### src/rtl/mem_access_ctrl.sv
// Load/store unit that places byte, halfword and word requests onto a synchronous
// single-port RAM. Sub-word stores are done as read-modify-write.
module mem_access_ctrl #(
  parameter int ADDR = 16,
  parameter int WORD = 32
) (
  input  logic            clk,
  input  logic            rst,
  input  logic            req_valid,
  output logic            req_ready,
  input  logic            req_we,
  input  logic [1:0]      req_size,
  input  logic            req_signed,
  input  logic [ADDR+1:0] req_addr,
  input  logic [WORD-1:0] req_wdata,
  output logic            resp_valid,
  output logic [WORD-1:0] resp_rdata,
  output logic            resp_err,
  output logic [ADDR-1:0] mem_a,
  output logic            mem_w,
  output logic [WORD-1:0] mem_d,
  input  logic [WORD-1:0] mem_q
);

  typedef enum logic [2:0] {IDLE, RD, CAP, WR, RESP} state_e;

  localparam logic [1:0] SZ_BYTE = 2'b00;
  localparam logic [1:0] SZ_HALF = 2'b01;
  localparam logic [1:0] SZ_WORD = 2'b10;

  state_e            state_q, state_d;
  logic              we_q, we_d;
  logic [1:0]        size_q, size_d;
  logic              sgn_q, sgn_d;
  logic [ADDR+1:0]   addr_q, addr_d;
  logic [WORD-1:0]   wdata_q, wdata_d;
  logic              err_q, err_d;
  logic [WORD-1:0]   data_q, data_d;

  logic              req_err;
  logic [7:0]        byte_sel;
  logic [15:0]       half_sel;
  logic [WORD-1:0]   load_val;
  logic [WORD-1:0]   merged_val;

  assign req_err = (req_size == 2'b11)
                || (req_size == SZ_HALF && req_addr[0])
                || (req_size == SZ_WORD && req_addr[1:0] != 2'b00);

  // Lane extraction and merge work on the raw RAM word while in CAP.
  always_comb begin
    byte_sel   = mem_q[{addr_q[1:0], 3'b000} +: 8];
    half_sel   = addr_q[1] ? mem_q[31:16] : mem_q[15:0];
    merged_val = mem_q;
    if (size_q == SZ_BYTE) merged_val[{addr_q[1:0], 3'b000} +: 8] = wdata_q[7:0];
    else                   merged_val[{addr_q[1], 4'b0000} +: 16]  = wdata_q[15:0];
    case (size_q)
      SZ_BYTE: load_val = {{24{sgn_q & byte_sel[7]}}, byte_sel};
      SZ_HALF: load_val = {{16{sgn_q & half_sel[15]}}, half_sel};
      default: load_val = mem_q;
    endcase
  end

  // NOTE: every variable gets a default before the case so no path leaves it
  // unassigned; otherwise synthesis would infer latches.
  always_comb begin
    state_d = state_q;
    we_d    = we_q;
    size_d  = size_q;
    sgn_d   = sgn_q;
    addr_d  = addr_q;
    wdata_d = wdata_q;
    err_d   = err_q;
    data_d  = data_q;
    case (state_q)
      IDLE: if (req_valid) begin
        we_d    = req_we;
        size_d  = req_size;
        sgn_d   = req_signed;
        addr_d  = req_addr;
        wdata_d = req_wdata;
        err_d   = req_err;
        data_d  = '0;
        if (req_err)                            state_d = RESP;
        else if (req_we && req_size == SZ_WORD) state_d = WR;
        else                                    state_d = RD;
      end
      RD:   state_d = CAP;
      CAP: begin
        data_d  = we_q ? merged_val : load_val;
        state_d = we_q ? WR : RESP;
      end
      WR:   state_d = RESP;
      RESP: state_d = IDLE;
      default: state_d = IDLE;
    endcase
  end

  // NOTE: sequential state uses non-blocking assignments so all flops update
  // together from values sampled before the edge.
  always_ff @(posedge clk) begin
    if (rst) begin
      state_q <= IDLE;
      we_q    <= 1'b0;
      size_q  <= 2'b00;
      sgn_q   <= 1'b0;
      addr_q  <= '0;
      wdata_q <= '0;
      err_q   <= 1'b0;
      data_q  <= '0;
    end else begin
      state_q <= state_d;
      we_q    <= we_d;
      size_q  <= size_d;
      sgn_q   <= sgn_d;
      addr_q  <= addr_d;
      wdata_q <= wdata_d;
      err_q   <= err_d;
      data_q  <= data_d;
    end
  end

  // Word stores skip the read, so WR takes data straight from the capture.
  always_comb begin
    req_ready  = (state_q == IDLE);
    resp_valid = (state_q == RESP);
    resp_err   = resp_valid && err_q;
    resp_rdata = (resp_valid && !we_q && !err_q) ? data_q : '0;
    mem_a      = (state_q == IDLE) ? '0 : addr_q[ADDR+1:2];
    mem_w      = (state_q == WR);
    mem_d      = '0;
    if (state_q == WR) mem_d = (size_q == SZ_WORD) ? wdata_q : data_q;
  end

endmodule

### config.mk
export PLATFORM = sky130hd
export DESIGN_NAME = mem_access_ctrl
export DESIGN_NICKNAME = d
export VERILOG_FILES = /design/src/rtl/mem_access_ctrl.sv
export SDC_FILE = /design/constraint.sdc
export NUM_CORES = 1
export LEC_CHECK = 0
export ABC_CLOCK_PERIOD_IN_PS = 3100
export CAP_MARGIN = 10
export CORE_AREA = 8 8 118 120
export CTS_CLUSTER_SIZE = 14
export DETAILED_ROUTE_END_ITERATION = 10
export DIE_AREA = 0 0 126 128
export PLACE_DENSITY = 0.79
export SLEW_MARGIN = 10
export SYNTH_ARGS = -nofsm -noshare
export SYNTH_HDL_FRONTEND = slang
export SYNTH_SLANG_ARGS = --single-unit
### constraint.sdc
create_clock -name clk -period 3.1 [get_ports clk]
set_clock_uncertainty 0.05 [all_clocks]
set_input_delay 0.93 -clock clk [delete_from_list [all_inputs] [get_ports clk]]
set_output_delay 0.93 -clock clk [all_outputs]
set_load 0.005 [all_outputs]
==> results.txt <==
Netlist cell types = 47
DP Area = 7410 sq um
CTS sink count = 90
clock root buffer = clkbuf_16
synthesized cell area = 5500 sq um
# rows = 41
status = finished clean
DR iter-0 viols = 760
WP data required = 2.12 ns
Die Ht = 128 um
slowest CP cell = clkdlybuf4s50_1
Port Buffers = 172
Max clock buf depth = 2
layout cells sized above 1 = 0.0887
Min-Delay Path Class = flop to flop
WP data arrival = 2.09 ns
Slew headroom = 0.575
DP Wirelength = 14.5 mm
synth warn = 0
startpoint types = flop
CP most frequent cell = nor3b_4
clk_lat worst skew = 0.34 ns
DRC Markers = 0
VDD IR max = 0.000357 V
Top FF cell, synth = dfxtp_1
Seq/Total Area, Yosys = 0.328
power per cell area = 458 nW/um^2
WHS = 0.400 ns
max cap viols = 0
worst r2r src = addr_q[1]
post-route cell area = 7960 sq um
Avg Synthesized Cell Area = 7.11 sq um
Max Clk Rate = 325 MHz
Max Transition Viols Final = 0
LEAKAGE = 0.00305 uW
routability cong. = 1.00
die area = 16100 sq um
H-tree depth = 3
Area Growth Syn to Fin = 44.7%
setup violators final = 0
R2R depth = 7
n_diodes = 0
worst setup path class = flop to output pin
CTS tree = done
Hold Crit Start = addr_q[13]
Tightest Pin Transition = 0.637 ns
r2r setup slk = 0.64 ns
first-pass GRT wire length = 31.6 mm
Post-synth EDFFs = 0
initial antenna violation count = 1
initial core utilization = 0.450
fin crit share = 0.992
WL/cell = 19.3 um
die span in x = 126 um
hold path depth = 2
ANT nets after route = 0
Worst Path Max Fanout = 8
crit path cell chain = nor3b_4 > nor3b_4 > buf_6 > buf_12 > and2_1 > clkdlybuf4s50_1
Total Wirelength = 21.0 mm
Tmin final = 3.07 ns
vias in the first global route = 5926
CTS hold repair buffers = 0
vias = 6382
net count after synthesis = 867
reg2reg end = data_q[12]
Setup crit end kind = output pin
I/O Pins = 173
CP max stage delay = 0.52 ns
post-DR vias/cell = 5.88
share of flip-flops with an asynchronous set or reset = 0
drt pass-1 iters = 6
post-layout util = 0.652
grt ovf = 0
Final Hold Viols = 0
Yosys reg bits = 90
synthesized instance count = 773
pin count of the biggest net entering global routing = 54
Hold EP = addr_q[13]
Total GRT Usage = 0.243
core region area = 12200 sq um
# fillers = 1071
total CTS buffers = 9
clock slew at the register clock pins of the worst setup and hold paths = 0.07 ns
Nets = 1025
[how the worst max path moves through the flow]
stage | start | to | slack (ns) | cells past startpoint
after floorplan | state_q[2] | resp_rdata[10] | 0.62 | 4
after global placement | state_q[2] | resp_rdata[13] | 0.27 | 5
after detailed placement | state_q[2] | resp_rdata[20] | 0.19 | 5
after CTS | state_q[0] | resp_rdata[20] | 0.006 | 5
after global routing | state_q[2] | resp_rdata[5] | -0.002 | 6
final | state_q[2] | resp_rdata[27] | 0.03 | 6
[cells by family after synthesis]
logic type / after synthesis / synth area share
buffers and inverters: 75 / 0.0576
AND/OR/NAND/NOR: 335 / 0.281
multiplexers: 19 / 0.0371
AO/OA/AOI/OAI: 249 / 0.285
flip-flops: 90 / 0.328
adder cells (fa/ha/maj): 5 / 0.0114
[sequential cells by signal (all words and copies together) (netlist names)]
signal   count
data_q      32
wdata_q     32
addr_q      18
state_q      3
size_q       2
err_q        1
sgn_q        1
we_q         1
[cells in the final DEF, fill, tap and decap left out, types with 3 or more instances in the layout]
cell type        synthesis  routed
or3_1                    7       7
a21oi_1                125     125
o21ai_0                 27      27
clkbuf_16                0      11
a221oi_1                16      16
buf_12                   0       4
dfxtp_4                  0       3
o31ai_1                  3       3
and2_1                  35      34
dlymetal6s2s_1           0      17
mux2i_1                 17      17
a211oi_1                25      25
nor2_1                  47      46
inv_1                    7       7
o211ai_1                14      14
nand2_1                182     181
nor3_1                  11      10
nor2b_1                 31      31
o221a_2                  7       7
a311oi_1                 7       7
a22oi_1                 15      15
dfxtp_1                 90      85
buf_4                    5      32
nand2b_1                 8       8
clkdlybuf4s50_1          0     154
ha_1                     5       5
[final cells by class]
| class | count | area (sq um) | share of cell area |
|---|---|---|---|
| clock inverters | 5 | 85.1 | 0.0107 |
| multi-input cells | 608 | 3410 | 0.429 |
| inverters | 8 | 30.0 | 0.00377 |
| flip-flops and latches | 90 | 1820 | 0.228 |
| clock buffers | 11 | 243 | 0.0305 |
| repair buffers | 214 | 2180 | 0.274 |
| well taps | 150 | 188 | 0.0236 |
[repair_timing]
| item | 4_1_cts | 5_1_grt |
|---|---|---|
| gates resized for setup | 6 | 26 |
| pin swaps | 1 | 1 |
| endpoints found under the setup margin | 32 | 37 |
| endpoints found under the hold margin | 0 | 0 |
| buffers inserted | 0 | 8 |
| cloned | 0 | 3 |
[metal layers]
metal  up-vias  track usage  part of all wire  wire, um
li1       3018            -                 -         -
met1      2894        0.293              0.39      8140
met2       388        0.371              0.44      9300
met3        80       0.0936              0.12      2620
met4         2        0.125             0.044       933
met5         -            0           0.00048        10
[critical path, delay by kind of cell, from the launching register on]
family	cells	cell delay, ns
buffers and inverters	3	0.83
AND/OR/NAND/NOR	3	0.54
flip-flops	1	0.37
[cells in the mapped netlist (7+ instances only)]
library cell,number,area (sq um)
mux2i_1,17,170
nor3_1,11,55.1
dfxtp_1,90,1800
o21ai_0,27,135
o211ai_1,14,105
buf_1,7,26.3
and2_1,35,219
a221oi_1,16,140
nand2_1,182,683
buf_2,13,65.1
or3_1,7,43.8
a311oi_1,7,61.3
inv_1,7,26.3
clkbuf_1,42,158
a21oi_1,125,626
nand2b_1,8,50.1
a211oi_1,25,188
nor2_1,47,176
nor2b_1,31,194
a22oi_1,15,113
o221a_2,7,78.8
[stage by stage]
stage	setup WS [ns]	TNS, ns	total power (uW)	cells
floorplan	0.625	0	1960	773
global placement	0.274	0	2360	1059
detailed placement	0.189	0	2380	1059
CTS	0.00570	0	3600	1075
global route	-0.00198	-0.00322	3810	1086
finish	0.0257	0	3640	1086
[where the power goes]
group	leakage (uW)	total, uW	internal [uW]	switching [uW]
Clock	0.000156	1220	734	486
Sequential	0.000743	1390	1280	110
Combinational	0.00215	1040	468	570
(Power assumes the default switching activity.)
==> edit 1: new RTL, config.mk and constraints unchanged <==
The 5 states of `state_e` get a one-hot encoding in 5 bits.
--- a/src/rtl/mem_access_ctrl.sv
+++ b/src/rtl/mem_access_ctrl.sv
@@ -22,7 +22,7 @@
   input  logic [WORD-1:0] mem_q
 );
 
-  typedef enum logic [2:0] {IDLE, RD, CAP, WR, RESP} state_e;
+  typedef enum logic [4:0] {IDLE = 5'b00001, RD = 5'b00010, CAP = 5'b00100, WR = 5'b01000, RESP = 5'b10000} state_e;
 
   localparam logic [1:0] SZ_BYTE = 2'b00;
   localparam logic [1:0] SZ_HALF = 2'b01;
Formal check against the unedited RTL: no difference found for any inputs over 10 cycles, from zero or initial values and one cycle with rst high; not proved beyond that.
==> edit 1 against the original RTL <==
Power decreased by 6.5%. Clock power is 16% lower. Sequential cell count increased by 2. Register-to-register slack lost 0.03 ns. Routed wire length is 0.68% lower. Fmax increased by 1.1%. Via count is 2.6% lower. Area after synthesis down 0.32%. Worst setup slack improved by 0.033 ns. Cell count is 1.8% lower. Cell area is 2.1% lower. Largest cell class unchanged.
==> edit 1: results (changes against the original RTL) <==
[logic_synthesis]
ys.flop_type = dfxtp_1  ; unchanged
yosysSeqAreaShare = 0.336  ; was 0.328
syn_nets = 842  ; was 867
syn_area_per_cell_um2 = 7.32  ; was 7.11 um2
synth_cell_type_count = 54  ; was 47
yosys-top-cells-area = dfxtp_1, nand2_1, a21oi_1, and2_1, mux2i_1  ; was dfxtp_1, nand2_1, a21oi_1, and2_1, nor2b_1
synthTopCellsByCount = nand2_1, a21oi_1, dfxtp_1  ; unchanged

[power_and_ir_drop]
ir_drop_uv = 266  ; was 357 uV
leakage_nw = 2.93  ; was 3.05 nW
intPower_mw = 2.26  ; was 2.48 mW

[timing]
worst_slew_pin_slew_ns = 0.840  ; was 0.637 ns
whs_ns = 0.401  ; was 0.400 ns
hold_viol = 0  ; unchanged

[critical_path]
crit_arrival_ns = 2.06  ; was 2.09 ns
crit_path_start = state_q[4]  ; was state_q[2]
path_max_fanout = 13  ; was 8
r2r-end = data_q[15]  ; was data_q[12]
timing.critical_path.to = mem_d[25]  ; was resp_rdata[27]
timing.rr.start = addr_q[0]  ; was addr_q[1]
rrSetupSlack_ns = 0.61  ; was 0.64 ns

[global_route]
track_usage = 0.250  ; was 0.243
grt_pass1_wl_mm = 32.2  ; was 31.6 mm
grt_max_degree = 75  ; was 54
use_met1 = 0.321  ; was 0.293
use_met2 = 0.378  ; was 0.371
grtUsageMet3 = 0.0782  ; was 0.0936
first_global_vias = 5832  ; was 5926
antenna_found_initial = 0  ; was 1

[min_path]
hold_start = addr_q[9]  ; was addr_q[13]
holdPathStages = 2  ; unchanged
whs_endpoint = addr_q[9]  ; was addr_q[13]

[run_status]
status = completed  ; unchanged

[drt]
totalWireLength_mm = 20.9  ; was 21.0 mm
top_layer = met4  ; was met5
wl_met1_mm = 8.73  ; was 8.14 mm
first_pass_iters = 5  ; was 6
vias = 6214  ; was 6382
drt_iter0_drc = 615  ; was 760
dr_wl_met3_mm = 2.33  ; was 2.62 mm
wl_met2_mm = 9.12  ; was 9.30 mm

[placed_design]
placed_cells = 1043  ; was 1059
place_congestion = 1.04  ; was 1.00
dp_hpwl_mm = 14.7  ; was 14.5 mm

[clock_network]
cts-root-buf = clkbuf_16  ; unchanged

[finish]
finalNonFillerCells = 1066  ; was 1086
drive_gt1_frac = 0.0928  ; was 0.0887

edit 1: cell count changes in the layout (fill, tap and decap cells not counted), moves of 16 or more:
cell,before,now
a211oi_1,25,9
o221ai_1,0,20
nor2b_1,31,10
o21ai_0,27,11
dlygate4sd2_1,0,32
clkdlybuf4s50_1,154,137
edit 1: final cells by class:
type / instances / area [um2]
clock inverter: 6 / 41.3
tap: 150 / 188
clock buffer: 10 / 229
timing repair buffer: 211 / 2060
sequential: 92 / 1850
multi-input combinational: 588 / 3380
fill: 1123 / 4420
inverter: 9 / 33.8
edit 1: repair_timing:
action / in CTS / in global routing
endpoints found under the setup margin: 51 / 26
cloned: 1 / 0
setup buffers: 6 / 0
resized for setup: 52 / 9
pin swaps: 2 / 0
edit 1: critical path, stage by stage (launching register included):
cell and delay, ns:
dfxtp_2 0.38, buf_4 0.17, nor2_2 0.14, nand3_2 0.12, buf_4 0.21, a21oi_1 0.14, clkdlybuf4s50_1 0.55
edit 1: per-stage QoR:
stage	worst slack (ns)	cell area, um2	utilization
finish	0.0591	7790	0.638
global route	-0.00733	7790	0.638
global placement	0.212	7390	0.605
detailed placement	0.172	7390	0.605
CTS	0.00630	7760	0.635
floorplan	0.600	5480	-
edit 1: logic make-up (layout without fill, tap and decap cells):
group	after synthesis	after routing	share of synthesized area
buffers and inverters	68	236	0.0573
flip-flops	92	92	0.336
AO/OA/AOI/OAI	230	230	0.274
AND/OR/NAND/NOR	325	325	0.269
multiplexers	27	27	0.0498
XOR/XNOR	1	1	0.00160
adder cells (fa/ha/maj)	5	5	0.0114
edit 1: power by group through the flow:
stage	Combinational [mW]	Clock (mW)	Sequential, mW
after detailed placement	0.960	0	1.40
after global routing	1.09	1.09	1.39
final	1.00	1.02	1.38
after global placement	0.948	0	1.40
after CTS	0.981	1.03	1.38
after floorplan	0.603	0	1.37
==> edit 2: new RTL, config.mk and constraints unchanged <==
Made on the original files. Change the parameter `ADDR` from 16 to 17.
--- a/src/rtl/mem_access_ctrl.sv
+++ b/src/rtl/mem_access_ctrl.sv
@@ -1,7 +1,7 @@
 // Load/store unit that places byte, halfword and word requests onto a synchronous
 // single-port RAM. Sub-word stores are done as read-modify-write.
 module mem_access_ctrl #(
-  parameter int ADDR = 16,
+  parameter int ADDR = 17,
   parameter int WORD = 32
 ) (
   input  logic            clk,
Interface: changed (resized mem_a and req_addr); port bits go from 173 to 175. The function was not compared with the original's and may differ.
==> edit 2 against the original RTL <==
Power shrank 6.6%. Sequential cell count grew 1. Via count hardly changed. Die area stayed put. Largest cell class unchanged. Worst setup slack worse by 0.0043 ns. Utilization rose by 0.12 points. Critical path type unchanged. Cell area up 0.19%. Routed wire length up 1.2%. Area after synthesis rose by 1.3%.
==> edit 2: results (changes against the original RTL) <==
[placed_design]
io_buffers = 174  ; was 172
place_area_mm2 = 0.00749  ; was 0.00741 mm2
place_ws_ns = 0.254  ; was 0.189 ns
placed_cells = 1067  ; was 1059
place_congestion = 0.963  ; was 1.00

[power_and_ir_drop]
p_per_area_mw_per_mm2 = 427  ; was 458 mW/mm2
leakage_nw = 3.17  ; was 3.05 nW
ir_drop_uv = 238  ; was 357 uV

[min_path]
hold_class = reg2reg  ; unchanged
hold_start = addr_q[7]  ; was addr_q[13]
whs_endpoint = addr_q[7]  ; was addr_q[13]

[logic_synthesis]
synth-compound-area-share = 0.273  ; was 0.285
yosys-top-cells-area = dfxtp_1, nand2_1, a21oi_1, and2_1, nor2_1  ; was dfxtp_1, nand2_1, a21oi_1, and2_1, nor2b_1
synth_mux_area_frac = 0.0366  ; was 0.0371
syn_area_per_cell_um2 = 7.18  ; was 7.11 um2
yosysSeqAreaShare = 0.327  ; was 0.328
synth_top_family_by_area = simple AND/OR/NAND/NOR gates  ; was compound AO/OA/AOI/OAI gates
synth_cell_type_count = 56  ; was 47
synthTopCellsByCount = nand2_1, a21oi_1, dfxtp_1  ; unchanged
syn-cell-area_mm2 = 0.00557  ; was 0.00550 mm2
synth-seq-cells = 91  ; was 90
synth_edf_count = 0  ; unchanged
synth_fa_ha_area_frac = 0.0112  ; was 0.0114

[timing]
worst_slew_pin_slew_ns = 1.09  ; was 0.637 ns
fin_crit_sh = 0.993  ; was 0.992
whs_ns = 0.398  ; was 0.400 ns

[finish]
sh_seq_area = 0.230  ; was 0.228
nClkBuffers = 10  ; was 11
antenna_cells = 1  ; was 0
drive_gt1_frac = 0.0915  ; was 0.0887
buf_share = 0.275  ; was 0.274
clkCellAreaFrac = 0.0377  ; was 0.0412
multi_input_area_mm2 = 0.00340  ; was 0.00341 mm2
n_all_inverters = 15  ; was 8
multi_input_cells = 603  ; was 608
nNetsFinal = 1030  ; was 1025
fillerInstances = 1062  ; was 1071
buffers = 215  ; was 214
finalNonFillerCells = 1091  ; was 1086
reg_top3 = data_q (32), wdata_q (32), addr_q (19)  ; was data_q (32), wdata_q (32), addr_q (18)

[global_route]
antenna_found_initial = 0  ; was 1
grt_max_degree = 64  ; was 54
grt_pass1_wl_mm = 32.5  ; was 31.6 mm
first_global_vias = 6017  ; was 5926
track_usage = 0.252  ; was 0.243

[drt]
drt_iter0_drc = 753  ; was 760
first_pass_iters = 5  ; was 6
totalWireLength_mm = 21.2  ; was 21.0 mm
routed_via_density = 5.85  ; was 5.88

[critical_path]
r2r-end = data_q[19]  ; was data_q[12]
timing.critical_path.to = resp_rdata[19]  ; was resp_rdata[27]
rrSetupSlack_ns = 0.78  ; was 0.64 ns
worstRegToRegCells = 6  ; was 7
timing.rr.start = size_q[1]  ; was addr_q[1]

[clock_network]
h-tree-depth = 3  ; unchanged

[run_status]
status = completed  ; unchanged

edit 2: cell count changes in the layout (fill, tap and decap cells not counted), moves of 7 or more:
cell and delta:
nand2_1 +20, a211oi_1 -17, o221ai_1 +14, nor2b_1 -12
o21ai_0 -11, a22oi_1 -7, inv_1 +7, o221a_2 -7
edit 2: timing repair:
action,4_1_cts,5_1_grt
buffers inserted,1,4
cloned,0,2
setup endpoints to repair,17,29
pin swaps,1,1
gates resized for setup,3,30
edit 2: report_power, final:
group | total, mW | switching [mW] | internal [mW] | leakage [nW]
registers | 1.34 | 0.0835 | 1.26 | 0.747
logic | 0.933 | 0.521 | 0.412 | 2.29
clock network | 1.13 | 0.495 | 0.633 | 0.140
total | 3.41 | 1.10 | 2.31 | 3.17
edit 2: routing by layer:
layer	up-vias	routed length (um)	track usage
met5	-	0	0
met4	0	971	0.121
met3	69	2480	0.0894
met2	381	9450	0.399
met1	2902	8340	0.298
li1	3026	-	-
